$ cat src/rtl/strip_transition_scheduler.sv
// strip_transition_scheduler
//
// Counts the vertical 0/1 transitions in each column of a binary image frame. The frame is
// read from the image buffer one row per cycle. Each row is XORed with the previous row, and
// the result is accumulated into one counter per column. The column counts are then streamed
// out one at a time over a valid/ready handshake.
//
// Ports:
//   clk, rst_n        clock; asynchronous active-low reset
//   start             frame request, sampled only while idle
//   busy, done        busy in every state except IDLE; done is a one-cycle pulse after the last
//                     count has been accepted
//   mem_rd_en         image buffer read strobe
//   mem_addr          image buffer row address
//   mem_rdata         image buffer row data, returned one cycle after the read
//   feat_valid        feature stream valid
//   feat_ready        feature stream ready
//   feat_col          column index of the current count
//   feat_count        transition count for that column
//   frame_total       sum of all accepted column counts
module strip_transition_scheduler #(
    parameter int unsigned ROWS   = 28,
    parameter int unsigned COLS   = 28,
    parameter int unsigned ADDR_W = 5,
    parameter int unsigned CNT_W  = 5,
    parameter int unsigned COL_W  = 5,
    parameter int unsigned TOT_W  = 10
) (
    input  logic              clk,
    input  logic              rst_n,
    input  logic              start,
    output logic              busy,
    output logic              done,
    output logic              mem_rd_en,
    output logic [ADDR_W-1:0] mem_addr,
    input  logic [COLS-1:0]   mem_rdata,
    output logic              feat_valid,
    input  logic              feat_ready,
    output logic [COL_W-1:0]  feat_col,
    output logic [CNT_W-1:0]  feat_count,
    output logic [TOT_W-1:0]  frame_total
);

    localparam logic [2:0] IDLE  = 3'd0;
    localparam logic [2:0] READ  = 3'd1;
    localparam logic [2:0] DRAIN = 3'd2;
    localparam logic [2:0] EMIT  = 3'd3;
    localparam logic [2:0] DONE  = 3'd4;

    logic [2:0]        state_q, state_d;
    logic [ADDR_W-1:0] row_q, row_d;
    // A read was issued last cycle, so mem_rdata carries row data in this cycle.
    logic              rd_q, rd_d;
    // The row being returned is row 0: it only seeds prev and is not counted.
    logic              first_q, first_d;
    logic [COLS-1:0]   prev_q, prev_d;
    logic [CNT_W-1:0]  cnt_q [COLS];
    logic [CNT_W-1:0]  cnt_d [COLS];
    logic [COL_W-1:0]  col_q, col_d;
    logic [TOT_W-1:0]  total_q, total_d;
    logic              handshake;

    assign handshake = (state_q == EMIT) && feat_ready;

    always_comb begin
        state_d = state_q;
        row_d   = row_q;
        prev_d  = prev_q;
        col_d   = col_q;
        total_d = total_q;
        cnt_d   = cnt_q;
        rd_d    = (state_q == READ);
        first_d = (state_q == READ) && (row_q == '0);

        // Capture runs in whichever cycle returns data (READ or DRAIN).
        if (rd_q) begin
            prev_d = mem_rdata;
            if (!first_q) begin
                for (int c = 0; c < int'(COLS); c++) begin
                    cnt_d[c] = cnt_q[c] + {{(CNT_W-1){1'b0}}, prev_q[c] ^ mem_rdata[c]};
                end
            end
        end

        case (state_q)
            IDLE: begin
                if (start) begin
                    state_d = READ;
                    row_d   = '0;
                    col_d   = '0;
                    total_d = '0;
                    for (int c = 0; c < int'(COLS); c++) begin
                        cnt_d[c] = '0;
                    end
                end
            end
            READ: begin
                if (row_q == ADDR_W'(ROWS - 1)) begin
                    state_d = DRAIN;
                    row_d   = '0;
                end else begin
                    row_d = row_q + 1'b1;
                end
            end
            DRAIN: state_d = EMIT;
            EMIT: begin
                if (handshake) begin
                    total_d = total_q + TOT_W'(cnt_q[col_q]);
                    if (col_q == COL_W'(COLS - 1)) begin
                        state_d = DONE;
                    end else begin
                        col_d = col_q + 1'b1;
                    end
                end
            end
            DONE: begin
                state_d = IDLE;
                col_d   = '0;
            end
            default: state_d = IDLE;
        endcase
    end

    always_ff @(posedge clk or negedge rst_n) begin
        if (!rst_n) begin
            state_q <= IDLE;
            row_q   <= '0;
            rd_q    <= 1'b0;
            first_q <= 1'b0;
            prev_q  <= '0;
            col_q   <= '0;
            total_q <= '0;
            for (int c = 0; c < int'(COLS); c++) begin
                cnt_q[c] <= '0;
            end
        end else begin
            state_q <= state_d;
            row_q   <= row_d;
            rd_q    <= rd_d;
            first_q <= first_d;
            prev_q  <= prev_d;
            col_q   <= col_d;
            total_q <= total_d;
            for (int c = 0; c < int'(COLS); c++) begin
                cnt_q[c] <= cnt_d[c];
            end
        end
    end

    // Outputs are decoded from registered state, so an asynchronous reset clears them at once.
    always_comb begin
        busy        = (state_q != IDLE);
        done        = (state_q == DONE);
        mem_rd_en   = (state_q == READ);
        mem_addr    = (state_q == READ) ? row_q : '0;
        feat_valid  = (state_q == EMIT);
        feat_count  = (state_q == EMIT) ? cnt_q[col_q] : '0;
        feat_col    = col_q;
        frame_total = total_q;
    end

endmodule

$ cat config.mk
export PLATFORM = sky130hd
export DESIGN_NAME = strip_transition_scheduler
export DESIGN_NICKNAME = d
export VERILOG_FILES = /design/src/rtl/strip_transition_scheduler.sv
export SDC_FILE = /design/constraint.sdc
export NUM_CORES = 1
export LEC_CHECK = 0
export CORE_MARGIN = 5
export CORE_UTILIZATION = 34
export CTS_BUF_LIST = sky130_fd_sc_hd__clkbuf_16
export DETAILED_ROUTE_END_ITERATION = 7
export GPL_TIMING_DRIVEN = 0
export MAX_ROUTING_LAYER = met4
export PLACE_DENSITY = 0.53
export SYNTH_ARGS = -nofsm -noshare
export SYNTH_HDL_FRONTEND = slang
export SYNTH_SLANG_ARGS = --single-unit
$ cat constraint.sdc
create_clock -name clk -period 9.6 [get_ports clk]
set_clock_uncertainty 0.1 [all_clocks]
set_input_delay 0.96 -clock clk [delete_from_list [all_inputs] [get_ports clk]]
set_output_delay 0.96 -clock clk [all_outputs]
set_load 0.01 [all_outputs]
; ---- Word level (Yosys, flattened, before mapping)
; Cells that the tools add are included.
; W data, S select, Z words.
[word_totals]
regBits = 193
inputBits = 32
out_inout_bits = 29
elab_cells = 142
[classes]
add_sub_neg = 31
magnitude_cmp = 1
n_eq_ne = 11
muxes = 23
n_bitwise = 29
reduce_logical = 12
[ops]
columns = op, n
row1 = $mux W140, 4
row2 = $add A5 B1 Y5, 28
row3 = $mux W5, 8
row4 = $xor A1 B1 Y1, 28
row5 = $bmux W5 S5, 1
row6 = $mux W10, 2
row7 = $pmux W10 S2, 1
row8 = $pmux W5 S3, 1
row9 = $mux W3, 4
row10 = $pmux W3 S4, 1
row11 = $add A10 B5 Y10, 1
row12 = $add A5 B1 Y5 const B, 2
row13 = $eq A5 B5 Y1 const B, 2
row14 = $pmux W5 S2, 1
row15 = $reduce_and A4 Y1, 2
row16 = $eq A3 B2 Y1 const B, 2
row17 = $ge A6 B6 Y1 const B, 1
row18 = $ne A2 B1 Y1 const B, 3
row19 = $not A5 Y6, 1
row20 = $reduce_bool A3 Y1, 2
row21 = $logic_not A5 Y1, 1
row22 = $ne A2 B2 Y1 const B, 2
row23 = $reduce_bool A2 Y1, 2
row24 = $eq A3 B1 Y1 const B, 1
row25 = other kinds (5), 6

; ---- Depth between registers and ports, before layout
[depth]
depth_word = 7
mapped_depth = 14
ltp_nobuf = 12

; ---- Worst setup path before layout
; OpenSTA, ideal clock, no wires.
[synth_path]
path_type = reg2reg
start = register col_q[0] (netlist: feat_col[0])
end = register total_q[6] (netlist: frame_total[6])
setup_time_ns = 0.125
t_arrival_ns = 2.920
t_required_ns = 9.375
slack_ns = 6.456
path_stages_with_launch = 15
path_buffers = 3
synth_period_minus_slack_ns = 3.144
cell_sequence = dfrtp_1 > buf_4 > buf_6 > buf_6 > mux2i_1 > a221oi_1 > o221a_2 > ha_1 > inv_1 > fa_1 > nor2b_1 > o21a_1 > o21ai_0 > a21oi_1 > mux2_2
[synth_between]
elab_chain_cells = 7
[synth_lines]
columns = item, line_no
row1 = from (decl), 59  ; logic [COL_W-1:0] col_q, col_d;
row2 = from (signal assigned), 142  ; col_q <= col_d;
row3 = $not A5 Y6 (not written as such), 108  ; total_d = total_q + TOT_W'(cnt_q[col_q]);
row4 = $bmux W5 S5, 108
row5 = $mux W5 (not written as such) (2 in series), 108
row6 = $add A10 B5 Y10, 108
row7 = $mux W10, 107  ; if (handshake) begin
row8 = $pmux W10 S2, 85  ; case (state_q)
row9 = to (signal assigned), 143  ; total_q <= total_d;
row10 = to (decl), 60  ; logic [TOT_W-1:0] total_q, total_d;
; No other way between the ends. The select of a mux whose other input is x is not followed.
; A chain may end at the register's enable or synchronous reset.

; ---- Worst setup path after layout
[layout_path]
start = register col_q[2] (netlist: feat_col[2])
end = output port feat_count[1]
[layout_between]
elab_chain_cells = 5
[layout_lines]
columns = item, line_no
row1 = $not A5 Y6 (not written as such), 157  ; feat_count = (state_q == EMIT) ? cnt_q[col_q] : '0;
row2 = $bmux W5 S5, 157
row3 = $mux W5 (not written as such) (2 in series), 157
row4 = $mux W5, 157
row5 = to (decl), 40  ; output logic [CNT_W-1:0] feat_count,
; No other way between the ends. The select of a mux whose other input is x is not followed.

==> reports/summary.txt <==
Post-CTS Setup Inserts - 0
slowest CP cell - a221oi_1
sequential element share of the synthesized area - 45.9%
initial antenna violation count - 0
IO Pins - 61
setup ws final - 5.10 ns
Net Switching - 0.00137 W
nets@finish - 1202
Seq pwr share - 37.0%
final hold vios - 0
Synth Area in XOR/XNOR - 9.57%
Starting Density - 34.4%
Net Sw Frac - 41.2%
result of the run - complete, no violations
R2R cell count - 13
Overflow after GRT - 0
overall routing resource usage - 16.1%
vias in the first global route - 7431
via density per instance - 4.96
Comb power frac - 42.9%
Die Y - 186 um
largest net degree at the start of global routing - 99
CTS resizes - 0
Peak Freq - 0.222 GHz
row cnt - 64
clock root cell - clkbuf_16
DRC - 0
crit start category - flip-flop
worst-path cell chain - buf_2 -> buf_2 -> nor2_1 -> a221oi_1 -> o221ai_1 -> nor2_1 -> clkdlybuf4s50_1
Crit path max-delay family - buffers and inverters
Tmin final - 4.50 ns
Max Cap Viol - 0
fraction of layout cells with a size suffix above 1 - 11.5%
final non-filler cell area - 12200 um^2
crit-path max FO - 10
Yosys top cell area share - 45.9%
global-route wire length before repair - 42400 um
setup TNS - 0 ns
I/O Buffers - 60
r2r startpoint - feat_col[2]
routed len/inst - 17.1 um
clock power share - 20.1%
clock sink total - 193
total of warnings raised by yosys - 0
worst-margin pin slew - 0.799 ns
Worst-path clk slew - 0.08 ns
Syn-to-layout area delta - 15.8%
internal power - 0.00195 W
WP data arrival - 3.44 ns
Post-Synth Adder-Cell Area - 7.80%
Core ar. - 30600 um^2
critical path's largest stage delay - 0.59 ns
synthesis-stage register bit count - 193
CTS HTree Levels - 4
syn_area_per_cell - 10.3 um^2
cells after synthesis - 1025
Reg area - 4830 um^2
Fillers - 3030
Lkg Pwr - 5.48 nW
Final Cycle Share - 46.9%
Mapped Nets - 1122
CTS Buf Count - 17
pre-CTS setup slack - 5.56 ns
DRT Wirelength - 26000 um
RSZ-0062 raised after global routing - no
Post-Syn Area - 10500 um^2
Worst Path Class, Setup - reg2out
Setup Viol. Count Final - 0
Max Slew Vio Count - 0
multi-input logic area - 5370 um^2
most frequent cell after synthesis - dfrtp_1
Area after DPL - 11700 um^2
detailed-route via count - 7512
number of synthesized flops with an enable pin - 0
Util after Layout - 39.8%
data required time of the worst path - 8.54 ns
CTS tree - yes
antenna cell count - 0
deepest clock path buffer count - 2
WP buf/inv - 3
initial DRC count - 434
synth top area cells - dfrtp_1, xor2_1, ha_1
largest area contributor in the netlist - dfrtp_1
count of cell types in the netlist - 46
drt pass-1 iters - 5
die width - 186 um
worst vdd ir - 0.000141 V
hold_buf cts - 0
worst rel slew slack - 46.7%
die area - 34600 um^2
routability cong. - 0.815
reg2reg setup slack - 5.46 ns
Synth Flop Type - dfrtp_1
reg2reg end - frame_total[6]
later-pin clock latency in the skew report - 0.44 ns
Commonest cells post-synth - dfrtp_1, nand2_1, xor2_1
largest family of logic cells by synthesized area - simple AND/OR/NAND/NOR gates
Worst Hold Class - in2async
Crit. End Element - primary output
hpwl dp - 18500 um
Simple-Gate Fraction of Synth Area - 15.1%
ys async rst share - 100%
antenna-violating nets left - 0
pwr/cell area - 272 nW/um^2
post-synthesis mux area share - 11.0%
compound-cell area share of the yosys netlist - 7.50%
[worst max path at each step]
stage,from,to,slack (ns),depth (start not counted)
3_5_place_dp,feat_col[0],feat_count[1],5.56,8
2_1_floorplan,feat_col[0],frame_total[6],6.46,14
4_1_cts,feat_col[0],feat_count[1],5.05,8
3_3_place_gp,rst_n,cnt_q[126],-1.33,1
5_1_grt,feat_col[1],feat_count[1],4.92,8
6_report,feat_col[2],feat_count[1],5.10,7
[layer usage]
| layer | part of all wire [%] | routed length, um | GRT usage (%) |
|---|---|---|---|
| met5 | 0 | 0 | - |
| met4 | 1.4 | 374 | 4.20 |
| met2 | 45 | 11700 | 23.6 |
| met3 | 4.1 | 1070 | 2.97 |
| met1 | 49 | 12800 | 23.2 |
[metrics by stage]
step	total power [W]	std cells	hold WS, ns
6_report	0.00332	1514	0.392
5_1_grt	0.00359	1514	0.441
4_1_cts	0.00336	1514	0.431
3_5_place_dp	0.00269	1482	0.416
3_3_place_gp	0.00266	1481	0.408
2_1_floorplan	0.00218	1025	0.370
[power groups by stage]
| stage | logic [W] | registers (W) | clock network (W) |
|---|---|---|---|
| global placement | 0.00142 | 0.00124 | 0 |
| CTS | 0.00144 | 0.00123 | 0.000686 |
| finish | 0.00142 | 0.00123 | 0.000667 |
| global route | 0.00161 | 0.00126 | 0.000722 |
| detailed placement | 0.00144 | 0.00124 | 0 |
| floorplan | 0.000986 | 0.00120 | 0 |
[flip-flops by register name, summed over array words and instances (netlist names)]
register and cells:
cnt_q 140, feat_col 5, first_q 1, frame_total 10, prev_q 28, rd_q 1, row_q 5, state_q 3
[layout make-up]
type | count | area share [%]
buffer | 59 | 2.29
inverter | 13 | 0.400
sequential | 193 | 39.6
clock inverter | 15 | 0.893
clock buffer | 17 | 3.49
multi-input combinational | 760 | 44.0
tap | 396 | 4.07
timing repair buffer | 61 | 5.19
[cell usage in the layout, fill, tap and decap left out, types with 6 or more instances in the layout]
cell type	n
mux2i_1	25
clkbuf_1	21
or3_1	6
xor2_1	115
o21ai_0	22
mux2_2	51
inv_1	12
mux4_2	15
dfrtp_1	193
buf_1	11
o22ai_1	11
buf_2	22
nand3_1	8
ha_1	64
nand4_1	57
a221oi_1	10
and2_1	7
nor2b_1	6
clkdlybuf4s50_1	59
a21oi_1	69
nand2b_1	6
nor2_1	100
nand2_1	157
clkbuf_16	17
[cells by family (layout without fill, tap and decap cells)]
family | after synthesis | after routing
multiplexers | 91 | 91
AO/OA/AOI/OAI | 133 | 133
flip-flops | 193 | 193
adder cells (fa/ha/maj) | 65 | 65
AND/OR/NAND/NOR | 356 | 356
XOR/XNOR | 115 | 115
buffers and inverters | 72 | 165
(Power assumes the default switching activity.)
